### config.mk
export PLATFORM = sky130hd
export DESIGN_NAME = queue_fifo_flat
export DESIGN_NICKNAME = d
export VERILOG_FILES = /design/src/rtl/queue_fifo_pkg.sv /design/src/rtl/queue_fifo_if.sv /design/src/rtl/queue_fifo_ram.sv /design/src/rtl/queue_fifo.sv /design/src/flat_wrapper.sv
export SDC_FILE = /design/constraint.sdc
export NUM_CORES = 1
export LEC_CHECK = 0
export BUFFER_PORTS_ARGS = -buffer_cell sky130_fd_sc_hd__buf_2
export CAP_MARGIN = 20
export CORE_UTILIZATION = 54
export DETAILED_ROUTE_END_ITERATION = 6
export GPL_ROUTABILITY_DRIVEN = 0
export PLACE_DENSITY = 0.75
export SLEW_MARGIN = 20
export SYNTH_ARGS = -nofsm -noshare
export SYNTH_HDL_FRONTEND = slang
export SYNTH_SLANG_ARGS = --single-unit
### constraint.sdc
create_clock -name clk -period 3.5 [get_ports clk]
set_clock_uncertainty 0.2 [all_clocks]
set_input_delay 0.7 -clock clk [delete_from_list [all_inputs] [get_ports clk]]
set_output_delay 0.7 -clock clk [all_outputs]
set_load 0.05 [all_outputs]
### src/rtl/queue_fifo_pkg.sv
`default_nettype none
// ============================================================================
//  Module  : queue_fifo_pkg
//  Brief   : Shared sizing constants and helpers for the queue_fifo slice.
//  Revision: 1.0  initial release
// ============================================================================
package queue_fifo_pkg;

  // Default entry width and pointer width used by the top and the bench.
  localparam int QUEUE_DATA_W = 8;
  localparam int QUEUE_ADDR_W = 4;

  // Number of entries addressed by a pointer of the given width.
  function automatic int depth_of(input int addr_w);
    return 1 << addr_w;
  endfunction

endpackage : queue_fifo_pkg
`default_nettype wire

### src/rtl/queue_fifo_if.sv
`default_nettype none
// ============================================================================
//  Module  : queue_fifo_if
//  Brief   : Strobe/data/status bundle between the button front end, the
//            queue and the display/LED path.
//  Revision: 1.0  initial release
// ============================================================================
interface queue_fifo_if
  import queue_fifo_pkg::*;
#(
  parameter int DATA_W = QUEUE_DATA_W,
  parameter int ADDR_W = QUEUE_ADDR_W
);

  logic              push;
  logic              pop;
  logic [DATA_W-1:0] din;
  logic [DATA_W-1:0] q;
  logic [DATA_W-1:0] head;
  logic [ADDR_W:0]   count;
  logic              full;
  logic              empty;
  logic              ovf;
  logic              unf;

  // Front end: issues strobes and data, observes queue status.
  modport master (
    output push, pop, din,
    input  q, head, count, full, empty, ovf, unf
  );

  // Queue: consumes strobes and data, drives status.
  modport slave (
    input  push, pop, din,
    output q, head, count, full, empty, ovf, unf
  );

endinterface : queue_fifo_if
`default_nettype wire

### src/rtl/queue_fifo_ram.sv
`default_nettype none
// ============================================================================
//  Module  : fifo_ram
//  Brief   : DEPTH x DATA_W register array, synchronous write, asynchronous
//            read. Contents are never reset.
//  Revision: 1.0  initial release
// ============================================================================
module fifo_ram
  import queue_fifo_pkg::*;
#(
  parameter int DATA_W = QUEUE_DATA_W,
  parameter int ADDR_W = QUEUE_ADDR_W
) (
  input  wire logic              clk,
  input  wire logic              we_i,
  input  wire logic [ADDR_W-1:0] waddr_i,
  input  wire logic [DATA_W-1:0] wdata_i,
  input  wire logic [ADDR_W-1:0] raddr_i,
  output      logic [DATA_W-1:0] rdata_o
);

  localparam int DEPTH = depth_of(ADDR_W);

  logic [DATA_W-1:0] mem_q [DEPTH];

  // Write port: store one entry on an enabled edge.
  always_ff @(posedge clk) begin
    if (we_i) begin
      mem_q[waddr_i] <= wdata_i;
    end
  end

  // Read port is combinational so head can peek without a cycle of latency.
  assign rdata_o = mem_q[raddr_i];

endmodule : fifo_ram
`default_nettype wire

### src/rtl/queue_fifo.sv
`default_nettype none
// ============================================================================
//  Module  : queue_fifo
//  Brief   : 2**ADDR_W-entry FIFO queue driven by single-pulsed push/pop
//            strobes; exposes last dequeued value, head peek, count and
//            full/empty/overflow/underflow status.
//  Revision: 1.0  initial release
// ============================================================================
module queue_fifo
  import queue_fifo_pkg::*;
#(
  parameter int DATA_W = QUEUE_DATA_W,
  parameter int ADDR_W = QUEUE_ADDR_W
) (
  input wire logic clk,
  input wire logic clr,
  queue_fifo_if.slave bus
);

  localparam int DEPTH = depth_of(ADDR_W);

  localparam logic [ADDR_W:0]   CNT_DEPTH = DEPTH[ADDR_W:0];
  localparam logic [ADDR_W:0]   CNT_ONE   = 1;
  localparam logic [ADDR_W-1:0] PTR_ONE   = 1;

  logic [ADDR_W-1:0] wr_ptr_q, wr_ptr_d;
  logic [ADDR_W-1:0] rd_ptr_q, rd_ptr_d;
  logic [ADDR_W:0]   count_q,  count_d;
  logic [DATA_W-1:0] q_q,      q_d;
  logic              ovf_q,    ovf_d;
  logic              unf_q,    unf_d;

  logic              full_w;
  logic              empty_w;
  logic              do_push_w;
  logic              do_pop_w;
  logic [DATA_W-1:0] rdata_w;

  // Status comes from the count only; pointer equality is ambiguous when full.
  assign full_w    = (count_q == CNT_DEPTH);
  assign empty_w   = (count_q == '0);
  // A push into a full queue is still accepted when a pop frees a slot.
  assign do_push_w = bus.push & (~full_w | bus.pop);
  assign do_pop_w  = bus.pop & ~empty_w;

  fifo_ram #(
    .DATA_W (DATA_W),
    .ADDR_W (ADDR_W)
  ) u_ram (
    .clk     (clk),
    .we_i    (do_push_w),
    .waddr_i (wr_ptr_q),
    .wdata_i (bus.din),
    .raddr_i (rd_ptr_q),
    .rdata_o (rdata_w)
  );

  // Next-state for pointers, occupancy, output register and error pulses.
  always_comb begin
    wr_ptr_d = wr_ptr_q;
    rd_ptr_d = rd_ptr_q;
    count_d  = count_q;
    q_d      = q_q;
    ovf_d    = bus.push & full_w & ~bus.pop;
    unf_d    = bus.pop & empty_w;

    if (do_push_w) begin
      wr_ptr_d = wr_ptr_q + PTR_ONE;
    end
    if (do_pop_w) begin
      rd_ptr_d = rd_ptr_q + PTR_ONE;
      q_d      = rdata_w;
    end
    if (do_push_w && !do_pop_w) begin
      count_d = count_q + CNT_ONE;
    end else if (do_pop_w && !do_push_w) begin
      count_d = count_q - CNT_ONE;
    end
  end

  // State register; clr wins over any strobe on the same edge.
  always_ff @(posedge clk) begin
    if (clr) begin
      wr_ptr_q <= '0;
      rd_ptr_q <= '0;
      count_q  <= '0;
      q_q      <= '0;
      ovf_q    <= 1'b0;
      unf_q    <= 1'b0;
    end else begin
      wr_ptr_q <= wr_ptr_d;
      rd_ptr_q <= rd_ptr_d;
      count_q  <= count_d;
      q_q      <= q_d;
      ovf_q    <= ovf_d;
      unf_q    <= unf_d;
    end
  end

  assign bus.q     = q_q;
  assign bus.head  = empty_w ? '0 : rdata_w;
  assign bus.count = count_q;
  assign bus.full  = full_w;
  assign bus.empty = empty_w;
  assign bus.ovf   = ovf_q;
  assign bus.unf   = unf_q;

endmodule : queue_fifo
`default_nettype wire

### src/flat_wrapper.sv
// flat-port wrapper written by rule: the top's interface ports become plain ports
module queue_fifo_flat import queue_fifo_pkg::*;
#(
  parameter int DATA_W = QUEUE_DATA_W,
  parameter int ADDR_W = QUEUE_ADDR_W
)
  (clk, clr, bus_push, bus_pop, bus_din, bus_q, bus_head, bus_count, bus_full, bus_empty, bus_ovf, bus_unf);
  queue_fifo_if #(.DATA_W(DATA_W), .ADDR_W(ADDR_W)) bus_i ();
  input wire logic clk;
  input wire logic clr;
  input wire logic [$bits(bus_i.push)-1:0] bus_push;
  input wire logic [$bits(bus_i.pop)-1:0] bus_pop;
  input wire logic [$bits(bus_i.din)-1:0] bus_din;
  output wire logic [$bits(bus_i.q)-1:0] bus_q;
  output wire logic [$bits(bus_i.head)-1:0] bus_head;
  output wire logic [$bits(bus_i.count)-1:0] bus_count;
  output wire logic [$bits(bus_i.full)-1:0] bus_full;
  output wire logic [$bits(bus_i.empty)-1:0] bus_empty;
  output wire logic [$bits(bus_i.ovf)-1:0] bus_ovf;
  output wire logic [$bits(bus_i.unf)-1:0] bus_unf;
  assign bus_i.push = bus_push;
  assign bus_i.pop = bus_pop;
  assign bus_i.din = bus_din;
  assign bus_q = bus_i.q;
  assign bus_head = bus_i.head;
  assign bus_count = bus_i.count;
  assign bus_full = bus_i.full;
  assign bus_empty = bus_i.empty;
  assign bus_ovf = bus_i.ovf;
  assign bus_unf = bus_i.unf;
  queue_fifo #(.DATA_W(DATA_W), .ADDR_W(ADDR_W)) u_core (.clk(clk), .clr(clr), .bus(bus_i));
endmodule
# ---- Word level (Yosys, flattened, before mapping)
# Memories as Yosys holds them, arrays and structs flattened. A register that Yosys moved wholly into a read port is not among the register bits.
# Index checks and enable logic that the tools add are counted.
dict set report word_totals {
  ff_bits 23
  mem_bits_rw 128
  inputBits 12
  output_inout_bits 25
  wordCells 34
  n_memories 1
}
dict set report classes {
  addsub 4
  n_eq_ne 1
  muxes 7
  bitwise_logic 9
  n_reduce_logical 6
}
# memory words width read_ports rd_ports_with_merged_regs wr line_no
set memory_table {}
lappend memory_table {u_core.u_ram.mem_q 16 8 1 1 1 queue_fifo_ram.sv:24} ;# logic [DATA_W-1:0] mem_q [DEPTH];
# op count
set ops {}
lappend ops {{two-way mux 5 bit} 2}
lappend ops {{adder 4 x 1 -> 4 bit (second input constant)} 2}
lappend ops {{two-way mux 4 bit} 2}
lappend ops {{two-way mux 8 bit} 1}
lappend ops {{adder 5 x 1 -> 5 bit (second input constant)} 1}
lappend ops {{AND 1 bit} 5}
lappend ops {{equality test 5 bit (second input constant)} 1}
lappend ops {{zero test 5 bit} 1}
lappend ops {{subtractor 5 x 1 -> 5 bit (second input constant)} 1}
lappend ops {{NOT 1 bit} 3}
lappend ops {{logical AND 1 bit} 2}
lappend ops {{zero test 1 bit} 2}
lappend ops {{two-way mux 1 bit} 2}
lappend ops {{nonzero test 2 bit} 1}
lappend ops {{bitwise OR 1 bit} 1}

# ---- Longest topological paths before layout
# Gate-level depths: netlist of run 1.
dict set report logic_depth {
  depth_word 8
  depth_mapped 11
  depth_no_buf 10
}

# ---- Cells and area by module
# A second synthesis of run 1 with hierarchy kept.
dict set report unflattened {
  cells_unflattened 336
  area_unflattened_um2 6117.1
}
# mod instances cells_per_inst area_each_um2 seq_area_each_um2
set modules_own_cells {}
lappend modules_own_cells {fifo_ram 1 221 4987.3 3843.7}
lappend modules_own_cells {queue_fifo 1 115 1129.8 460.4}

# ---- Worst setup path after synthesis of run 1
# OpenSTA, ideal clock, no wires.
dict set report synth_path {
  path_type {register -> output}
  from {reg u_core.count_q[0] (netlist: u_core.bus.count[0])}
  to {out bus_head[0]}
  arrival_time_ps 2658
  required_time_ps 2600
  slack_ps -58
  path_stages_with_launch 5
  n_path_buf 1
  path_cell_list {dfxtp_1 -> or4_4 -> buf_6 -> nor2_1 -> a21oi_1}
}
dict set report synth_via {
  elab_chain_len 2
}
# element line_no
set synth_lines {}
lappend synth_lines {{from (decl)} queue_fifo.sv:28} ;# logic [ADDR_W:0] count_q, count_d;
lappend synth_lines {{from (signal assigned)} queue_fifo.sv:93} ;# count_q <= count_d;
lappend synth_lines {{zero test 5 bit} queue_fifo.sv:41} ;# assign empty_w = (count_q == '0);
lappend synth_lines {{via bus_empty} flat_wrapper.sv:18} ;# output wire logic [$bits(bus_i.empty)-1:0] bus_empty;
lappend synth_lines {{two-way mux 8 bit} queue_fifo.sv:101} ;# assign bus.head = empty_w ? '0 : rdata_w;
lappend synth_lines {{to (decl)} flat_wrapper.sv:15} ;# output wire logic [$bits(bus_i.head)-1:0] bus_head;
# The timed path passes the listed nets, and every way through them passes these cells.

# ---- Worst setup path in the final report of run 1
dict set report layout_path {
  from {reg u_core.count_q[0] (netlist: u_core.bus.count[0])}
  to {reg u_core.count_q[4] (netlist: u_core.bus.count[4])}
}
dict set report layout_via {
  elab_chain_len 7
  elab_cells_between_ends 16
  cone_classes {add/sub: 2; eq/ne: 1; mux: 2; bitwise: 5; reduce/logical: 6}
}
# element line_no
set layout_lines {}
lappend layout_lines {{equality test 5 bit (*)} queue_fifo.sv:40} ;# assign full_w = (count_q == CNT_DEPTH);
lappend layout_lines {{NOT 1 bit (*)} queue_fifo.sv:43} ;# assign do_push_w = bus.push & (~full_w | bus.pop);
lappend layout_lines {{bitwise OR 1 bit (*)} queue_fifo.sv:43}
lappend layout_lines {{AND 1 bit (*)} queue_fifo.sv:43}
lappend layout_lines {{via u_core.do_push_w} queue_fifo.sv:35} ;# logic do_push_w;
lappend layout_lines {{zero test 1 bit} queue_fifo.sv:76} ;# end else if (do_pop_w && !do_push_w) begin
lappend layout_lines {{logical AND 1 bit} queue_fifo.sv:76}
lappend layout_lines {{nonzero test 2 bit (no line)} --}
# Mark *: on every way through the listed nets, which the timed path passes. The rest lies on a longest branch. The select of a mux whose other input is x is not followed.
# A chain may end at the register's enable or synchronous reset.

==> results of run 1 <==
## power groups by stage
stage               Combinational [mW]  Clock (mW)  Sequential, mW
floorplan                        0.833           0            2.38
global placement                  1.32           0            2.22
detailed placement                1.33           0            2.22
CTS                               1.34        1.87            2.19
global route                      1.42        1.94            2.20
finish                            1.34        1.85            2.19
## through the flow
step	setup slack (ps)	instances	hold slack [ps]	area, um^2
2_1_floorplan	4.31	343	282	6140
3_3_place_gp	248	508	244	6470
3_5_place_dp	223	508	248	6470
4_1_cts	181	540	257	7080
5_1_grt	0.939	540	278	7080
6_report	188	540	257	7080
## layout make-up
cell class	count	area, um^2
Clock buffer	18	429
Clock inverter	14	178
Fill cell	730	3850
Inverter	5	21.3
Multi-Input combinational cell	166	1650
Sequential cell	155	4390
Tap cell	140	175
Timing Repair Buffer	42	238
## layer usage
metal | global-route usage, % | vias up
met1 | 28.2 | 1590
met2 | 34.5 | 120
li1 | - | 1445
met5 | 0 | -
met4 | 8.98 | 0
met3 | 5.91 | 15
## final timing paths
path	to	slack (ps)	cells after the start
max	u_core.bus.count[4]	190	10
min	u_core.bus.q[2]	260	2
max reg2reg	u_core.bus.count[4]	190	10
min reg2reg	u_core.bus.q[2]	260	2
## registers in the layout, summed over array words and instances, names as in the netlist, named ones only
name / cells
u_core.u_ram.mem_q: 128
u_core.bus.unf: 1
u_core.bus.count: 5
u_core.wr_ptr_q: 4
u_core.rd_ptr_q: 4
u_core.bus.ovf: 1
u_core.bus.q: 8
## logic make-up after synthesis
family,share of synthesized area (%)
AOI/OAI and AO/OA,6.10
muxes,12.4
DFF,71.4
adders and majority gates,2.16
buffers and inverters,1.65
xor gates and xnor gates,1.14
and+or+nand+nor,5.10
## synth_stat cells (2+ instances only)
library cell / instances / share of area, %
and2_1: 16 / 1.6
mux4_2: 32 / 12
mux2i_1: 3 / 0.49
a22oi_1: 16 / 2.0
nor2_1: 18 / 1.1
a21o_1: 10 / 1.2
nor2b_1: 2 / 0.20
inv_1: 4 / 0.24
xor2_1: 6 / 0.86
buf_2: 4 / 0.33
edfxtp_1: 128 / 63
nor3b_1: 2 / 0.24
a21oi_1: 21 / 1.7
dfxtp_1: 27 / 8.8
ha_1: 9 / 1.8
o211ai_1: 2 / 0.24
nand2_1: 10 / 0.61
clkbuf_1: 10 / 0.61
xnor2_1: 2 / 0.29
## worst max-delay path, delay by kind of cell, from the launching register on
family	cells	cell delay (ps)
AND/OR/NAND/NOR	1	620
multiplexers	2	560
buffers and inverters	2	240
AO/OA/AOI/OAI	3	720
flip-flops	1	350
adder cells (fa/ha/maj)	2	500
==> impl_results.md, run 1 <==
* Fin crit share at 94.6%
* Global-route wire length before repair at 17.6 mm
* Post-route ant nets at 0
* Drt pass-1 iters at 4
* Nets at 409
* Sum Neg Setup Slack at 0 ps
* Final Hold Fails at 0
* Outcome: complete, no violations
* Met3 WL at 770 um
* Ys Warns at 0
* P_leak at 2.42 nW
* CP max stage cell: or4_4
* Port-buffer cells at 36
* VDD IR max at 0.408 mV
* Core area at 10,900 um^2
* All-layer global routing usage at 21.6%
* Power Density at 759 nW/um^2
* Internal power at 3.57 mW
* Slew headroom at 63.5%
* Largest net degree at the start of global routing at 33
* Register share of total power at 40.7%
* RR Startpoint: u_core.bus.count[0]
* Switching Power at 1.81 mW
* RSZ-0062 raised after global routing: no
* Num CTS Buffers at 17
* Clk pin slew, worst setup/hold paths at 60 ps
* Setup violators final at 0
* Area growth syn-to-layout at 15.4%
* Setup crit start: u_core.bus.count[0]
* Ports at 37
* Maximum clock rate at 302 MHz
* TritonCTS clock tree: done
* CP Cell Sequence: or4_4, o31ai_4, inv_4, ha_1, inv_1, ha_1, a21o_1, a21oi_1, mux2i_1, mux2_2
* Die height at 109 um
* Most used cell, CP: ha_1
* Final design utilization at 64.8%
* Max Slew Vio Count at 0
* CTS root buf: clkbuf_16
* Hold Buf Count CTS at 0
* DR top layer: met4
* Hold Path Origin: u_core.bus.q[2]
* Initial Util at 56.1%
* Routed wire per std cell at 21.4 um
* Mapped Nets at 365
* Most frequent cells in the layout: edfxtp_1 (128), buf_2 (36), mux4_2 (32)
* Worst Hold Class: register to register
* Die Wd at 109 um
* WP data arrival at 3420 ps
* Post-Syn Area at 6140 um^2
* Power Total at 5.38 mW
* Setup crit end kind: register
* Layout cell share with drive strength beyond 1 at 28.7%
* Cell Rows at 38
* Die area at 11,800 um^2
* Post-detailed-placement half-perimeter wirelength at 7.20 mm
* Post-CTS Setup Repair Bufs at 0
* Total grt overflow at 0
* CP required at 3600 ps
* Crit path kind: register to register
* Syn Inst Count at 343
* Initial antenna violation count at 0
* DRT iter0 DRCs at 246
* Netlist cell types at 40
* Synth Register Bits at 155
* Critical path peak fanout at 8
* Sw frac at 33.6%
* Worst-skew pair later-pin latency at 420 ps
* Met2 wire len at 5.83 mm
* Max-Cap Viols at 0
* Worst Max-Slew Pin Slew at 546 ps
* Max clock buf depth at 2
* Vias in the first global route at 3,162
* Antenna fix cells at 0
* PostCTS Resize Cnt at 0
* Clock power frac at 34.4%
* Worst path max stage delay at 620 ps
* Avg Inst Size Synth at 17.9 um^2
* Via density at 5.87
* Commonest non-fill, non-tap cell in the layout: edfxtp_1
* Via count at 3,170
* # DRC at 0
* CTS Sinks at 155
* Main synth FF type: edfxtp_1
* Sequential share of the synthesized area at 71.4%
* H-tree Lvls at 4
* Combinational share of power at 24.9%
* Post-synth EDFFs at 128
* Tmin final at 3310 ps
* Async set-reset flop share out of synthesis at 0%
* Drt total wl at 11.5 mm
* M1 wire length at 4.71 mm
* Worst Setup Start Kind: register
No activity file was read; power rests on OpenSTA's default activity.
==> run 2, diff against run 1 <==
Settings changed: SYNTH_HIERARCHICAL set to 1.
==> impl_results.md, run 2 <==
* H-tree Lvls at 4
* Total grt overflow at 0
* Worst-skew pair later-pin latency at 420 ps
* P_leak at 2.48 nW
* RR Startpoint: u_core/bus.count[0]
* Setup violators final at 0
* Hold Buf Count CTS at 0
* Die height at 108 um
* Sequential share of the synthesized area at 70.4%
* Syn Inst Count at 336
* Slew headroom at 53.3%
* Main synth FF type: edfxtp_1
* Drt pass-1 iters at 4
* Avg Inst Size Synth at 18.2 um^2
* Critical path peak fanout at 35
* CTS Sinks at 151
* Sequential standard cell area at 4310 um^2
* Ys Warns at 6
* Nets at 413
* Vias in the first global route at 3,182
* Power Density at 782 nW/um^2
* Critical Path End: bus_head[3]
* Crit path kind: register to output pin
* Post-Syn Area at 6120 um^2
* Most frequent cells in the layout: edfxtp_1 (128), nor2_1 (37), buf_2 (36)
* # DRC at 0
* DRT iter0 DRCs at 251
* Routed wire per std cell at 21.4 um
* Max-Cap Viols at 0
* Synth Register Bits at 151
* Antenna fix cells at 0
* Top-area cell type share of the netlist area at 62.8%
* Setup crit start: u_core/rd_ptr_q[0]
* RSZ-0062 raised after global routing: no
* Largest net degree at the start of global routing at 36
* CP required at 2600 ps
* Drt total wl at 11.7 mm
* Max clock buf depth at 2
* Area growth syn-to-layout at 15.7%
* Yosys top cell by area: edfxtp_1
* Maximum clock rate at 295 MHz
* Synth area leaders: edfxtp_1 (63%), dfxtp_1 (7.5%), mux4_2 (6.6%)
* Worst Hold Class: register to register
* Tmin final at 3390 ps
* Reg2reg end: u_core/bus.count[4]
* VDD IR max at 1.04 mV
* R2R Setup Slk at 220 ps
* Async set-reset flop share out of synthesis at 0%
* Die area at 11,800 um^2
* Worst Setup Start Kind: register
* Outcome: complete, no violations
* All-layer global routing usage at 22.1%
* Num CTS Buffers at 17
* Cell Rows at 38
* Via count at 3,225
* Ports at 37
* Cell with the most instances after synthesis: edfxtp_1
* Max Slew Vio Count at 0
* Mapped Nets at 355
* Max FFs per register at 128
* Area of the multi-input gates at 1680 um^2
* WP data arrival at 2490 ps
* TritonCTS clock tree: done
* Top cells by count, synth: edfxtp_1 (128), nor2_1 (37), dfxtp_1 (23), mux4_2 (18), a22oi_1 (16)
* Initial Util at 55.9%
* PostCTS Resize Cnt at 0
* Via density at 5.91
* Post-CTS Setup Repair Bufs at 0
* Post-route ant nets at 0
* Final Hold Fails at 0
* Netlist cell types at 44
* Largest Register: u_core/u_ram/mem_q
* Post-detailed-placement half-perimeter wirelength at 7.20 mm
* Port-buffer cells at 36
* Core area at 10,900 um^2
* Sum Neg Setup Slack at 0 ps
* Global-route wire length before repair at 17.9 mm
* R2r worst-path depth at 10
* Layout fillers at 771
* CTS root buf: clkbuf_16
* Placed standard-cell area at 6520 um^2
* Worst Max-Slew Pin Slew at 699 ps
* Clk pin slew, worst setup/hold paths at 60 ps
* Post-synth EDFFs at 128
* Layout cell share with drive strength beyond 1 at 26.8%
* Commonest non-fill, non-tap cell in the layout: edfxtp_1
* Fin crit share at 97.0%
* Post-Layout Inst Area at 7080 um^2
* Die Wd at 108 um
* Initial antenna violation count at 0
* Setup crit end kind: output pin
run 2: worst min-delay path by stage:
stage                        from  depth (start not counted)                 end  slack [ps]
6_report          u_core/bus.q[2]                          2     u_core/bus.q[2]         290
5_1_grt           u_core/bus.q[2]                          2     u_core/bus.q[2]         330
4_1_cts           u_core/bus.q[2]                          2     u_core/bus.q[2]         300
3_5_place_dp      u_core/bus.q[3]                          2     u_core/bus.q[3]         280
3_3_place_gp      u_core/bus.q[5]                          2     u_core/bus.q[5]         270
2_1_floorplan  u_core/wr_ptr_q[3]                          2  u_core/wr_ptr_q[3]         290
run 2: report_power, final:
group          switching (mW)  internal [mW]  total, mW
clock                   0.687           1.04       1.72
sequential             0.0703           2.05       2.13
combinational            1.07          0.619       1.68
run 2: final cells by class:
class,count,share of cell area (%)
Clock buffer,18,6.06
Clock inverter,13,1.89
Inverter,3,0.159
Multi-Input combinational cell,166,23.7
Sequential cell,151,60.8
Tap cell,140,2.47
Timing Repair Buffer,55,4.91
run 2: cell families after synthesis:
group	count (synthesis)	synth area share, %
flops	151	70.4
compound gates	29	3.85
fa+ha+maj	7	1.55
buf+inv	19	2.21
mux	44	14.6
xor+xnor	7	1.00
simple gates	79	6.40
run 2: critical path: stages (launching register included):
cell	delay [ps]
dfxtp_2	340
buf_12	260
mux4_1	590
a22oi_1	310
nand2_1	160
nor2b_1	160
buf_2	220
run 2: per-stage QoR:
| step | utilization [%] | setup WS, ps | hold slack (ps) | power (mW) | std cells |
|---|---|---|---|---|---|
| floorplan | - | 184 | 292 | 3.51 | 336 |
| global placement | 59.6 | 317 | 269 | 3.81 | 515 |
| detailed placement | 59.6 | 238 | 281 | 3.86 | 515 |
| CTS | 64.7 | 50.7 | 298 | 5.58 | 546 |
| global route | 64.7 | 14.9 | 330 | 5.77 | 546 |
| finish | 64.7 | 106 | 291 | 5.53 | 546 |
run 2: layer usage:
metal  GRT usage [%]  share of wire, %  routed length, um  vias up
met5               0                 0                  0        -
met4            8.88               1.4                164        0
met3            5.00               5.4                632       18
met2            35.7                50               5890      113
met1            29.0                43               5030     1641
li1                -                 -                  -     1453
==> run 3, diff against run 2 <==
Settings changed: CORE_ASPECT_RATIO set to 0.5.
==> impl_results.md, run 3 (same netlist as run 2, synthesis figures left out) <==
* RSZ-0062 raised after global routing: no
* Family with the most delay on the worst path: multiplexers
* Power Density at 798 nW/um^2
* Post-route ant nets at 0
* Routed wire per std cell at 22.5 um
* Clk pin slew, worst setup/hold paths at 60 ps
* Combinational share of power at 30.5%
* Clock power frac at 31.7%
* Switching Power at 1.86 mW
* Area of the multi-input gates at 1690 um^2
* Die height at 77.3 um
* Vias in the first global route at 3,337
* Port-buffer cells at 36
* VDD IR max at 0.448 mV
* Critical path peak fanout at 35
* Slew headroom at 41.4%
* Initial Util at 55.5%
* Worst-skew pair later-pin latency at 410 ps
* Setup violators final at 0
* Nets at 409
* Global-route wire length before repair at 18.7 mm
* Drt total wl at 12.3 mm
* Worst Hold Class: register to register
* Die area at 11,800 um^2
* Final Hold Fails at 0
* Layout cell share with drive strength beyond 1 at 26.3%
* Area growth syn-to-layout at 16.0%
* Worst path max stage delay at 590 ps
* CP Cell Sequence: buf_12, mux4_1, a22oi_1, nand2_1, nor2b_1, buf_2
* Hold Buf Count CTS at 0
* Antenna fix cells at 0
* Initial antenna violation count at 0
* Core area at 11,000 um^2
* Fin crit share at 98.0%
* TritonCTS clock tree: done
* Via density at 6.16
* Violated checks: DRC
* Ports at 37
* Met1 usage in global routing at 29.2%
* CP required at 2600 ps
* Gr busiest metal: met2
* Internal power at 3.80 mW
* # DRC at 11
* Die Wd at 153 um
* Tmin final at 3430 ps
* R2R Setup Slk at 170 ps
* CP max stage cell: mux4_1
* CTS root buf: clkbuf_16
* Setup crit end kind: output pin
* Largest Register: u_core/u_ram/mem_q
* Post-detailed-placement half-perimeter wirelength at 7.69 mm
* Max-Cap Viols at 0
* Layout fillers at 720
* Outcome: finished, violations left
* Max Slew Vio Count at 0
* Max clock buf depth at 2
* Total grt overflow at 0
* Sequential standard cell area at 4310 um^2
* DRT iter0 DRCs at 335
* WP data arrival at 2530 ps
* Power Total at 5.66 mW
* All-layer global routing usage at 22.4%
* Met3 Use GR at 6.39%
* Via count at 3,377
* Worst Setup Start Kind: register
* Crit path buf inv count at 2
* P_leak at 2.50 nW
* Max FFs per register at 128
* Commonest non-fill, non-tap cell in the layout: edfxtp_1
* Num CTS Buffers at 17
* Cell Rows at 27
* Sum Neg Setup Slack at 0 ps
* H-tree Lvls at 4
* Maximum clock rate at 292 MHz
* Most frequent cells in the layout: edfxtp_1 (128), nor2_1 (37), buf_2 (36)
* Met2 track demand over resource at 35.5%
* Largest net degree at the start of global routing at 36
* CTS Sinks at 151
* Worst Max-Slew Pin Slew at 875 ps
* Register share of total power at 37.8%
* Crit path kind: register to output pin
* Sw frac at 32.8%
* Drt pass-1 iters at 7
==> run 3: changes by cell type in the layout (fill, tap and decap cells not counted), sizes merged <==
| cell | delta |
|---|---|
| buf | -4 |
| clkinvlp | -4 |
| inv | +2 |
| bufinv | +1 |
| clkbuf | +1 |
| clkinv | +1 |
==> run 3: power by group through the flow <==
stage          logic, mW  registers (mW)  clock network [mW]
2_1_floorplan       1.16            2.34                   0
3_3_place_gp        1.66            2.16                   0
3_5_place_dp        1.70            2.17                   0
4_1_cts             1.71            2.14                1.81
5_1_grt             1.82            2.15                1.89
6_report            1.73            2.14                1.80
==> run 3: worst paths after layout <==
| path | startpoint | to | depth (start not counted) |
|---|---|---|---|
| max | u_core/rd_ptr_q[0] | bus_head[5] | 6 |
| min | u_core/bus.q[7] | u_core/bus.q[7] | 2 |
| max reg2reg | u_core/bus.count[0] | u_core/bus.count[3] | 10 |
| min reg2reg | u_core/bus.q[7] | u_core/bus.q[7] | 2 |
==> run 3: timing repair <==
item | CTS | global route
gates resized for setup | 0 | 2
setup endpoints to repair | 0 | 1
buffers inserted | 0 | 1
==> run 3: worst min-delay path: cells and delay by family, from the launching register on <==
kind	cells	cell delay [ps]
flops	1	330
mux	1	70
simple gates	1	70
==> run 3: layout make-up <==
type / instances / area share (%)
flip-flops and latches: 151 / 60.7
well taps: 145 / 2.56
clock buffers: 19 / 6.10
multi-input cells: 166 / 23.9
inverters: 3 / 0.159
repair buffers: 51 / 4.48
clock inverters: 13 / 2.15
==> run 3: layer usage <==
layer | vias to the layer above | wire, um
met1 | 1702 | 5080
li1 | 1449 | -
met4 | 0 | 404
met3 | 36 | 1060
met2 | 190 | 5800
met5 | - | 0
==> run 3: per-stage QoR <==
| step | util (%) | hold WS [ps] | cell area (um^2) | setup WS, ps | cells |
|---|---|---|---|---|---|
| 6_report | 64.4 | 305 | 7090 | 70.5 | 548 |
| 5_1_grt | 64.4 | 354 | 7090 | 0.851 | 548 |
| 4_1_cts | 64.2 | 305 | 7070 | 79.2 | 547 |
| 3_5_place_dp | 58.9 | 291 | 6490 | 228 | 515 |
| 3_3_place_gp | 58.9 | 277 | 6490 | 346 | 515 |
| 2_1_floorplan | - | 292 | 6120 | 184 | 336 |
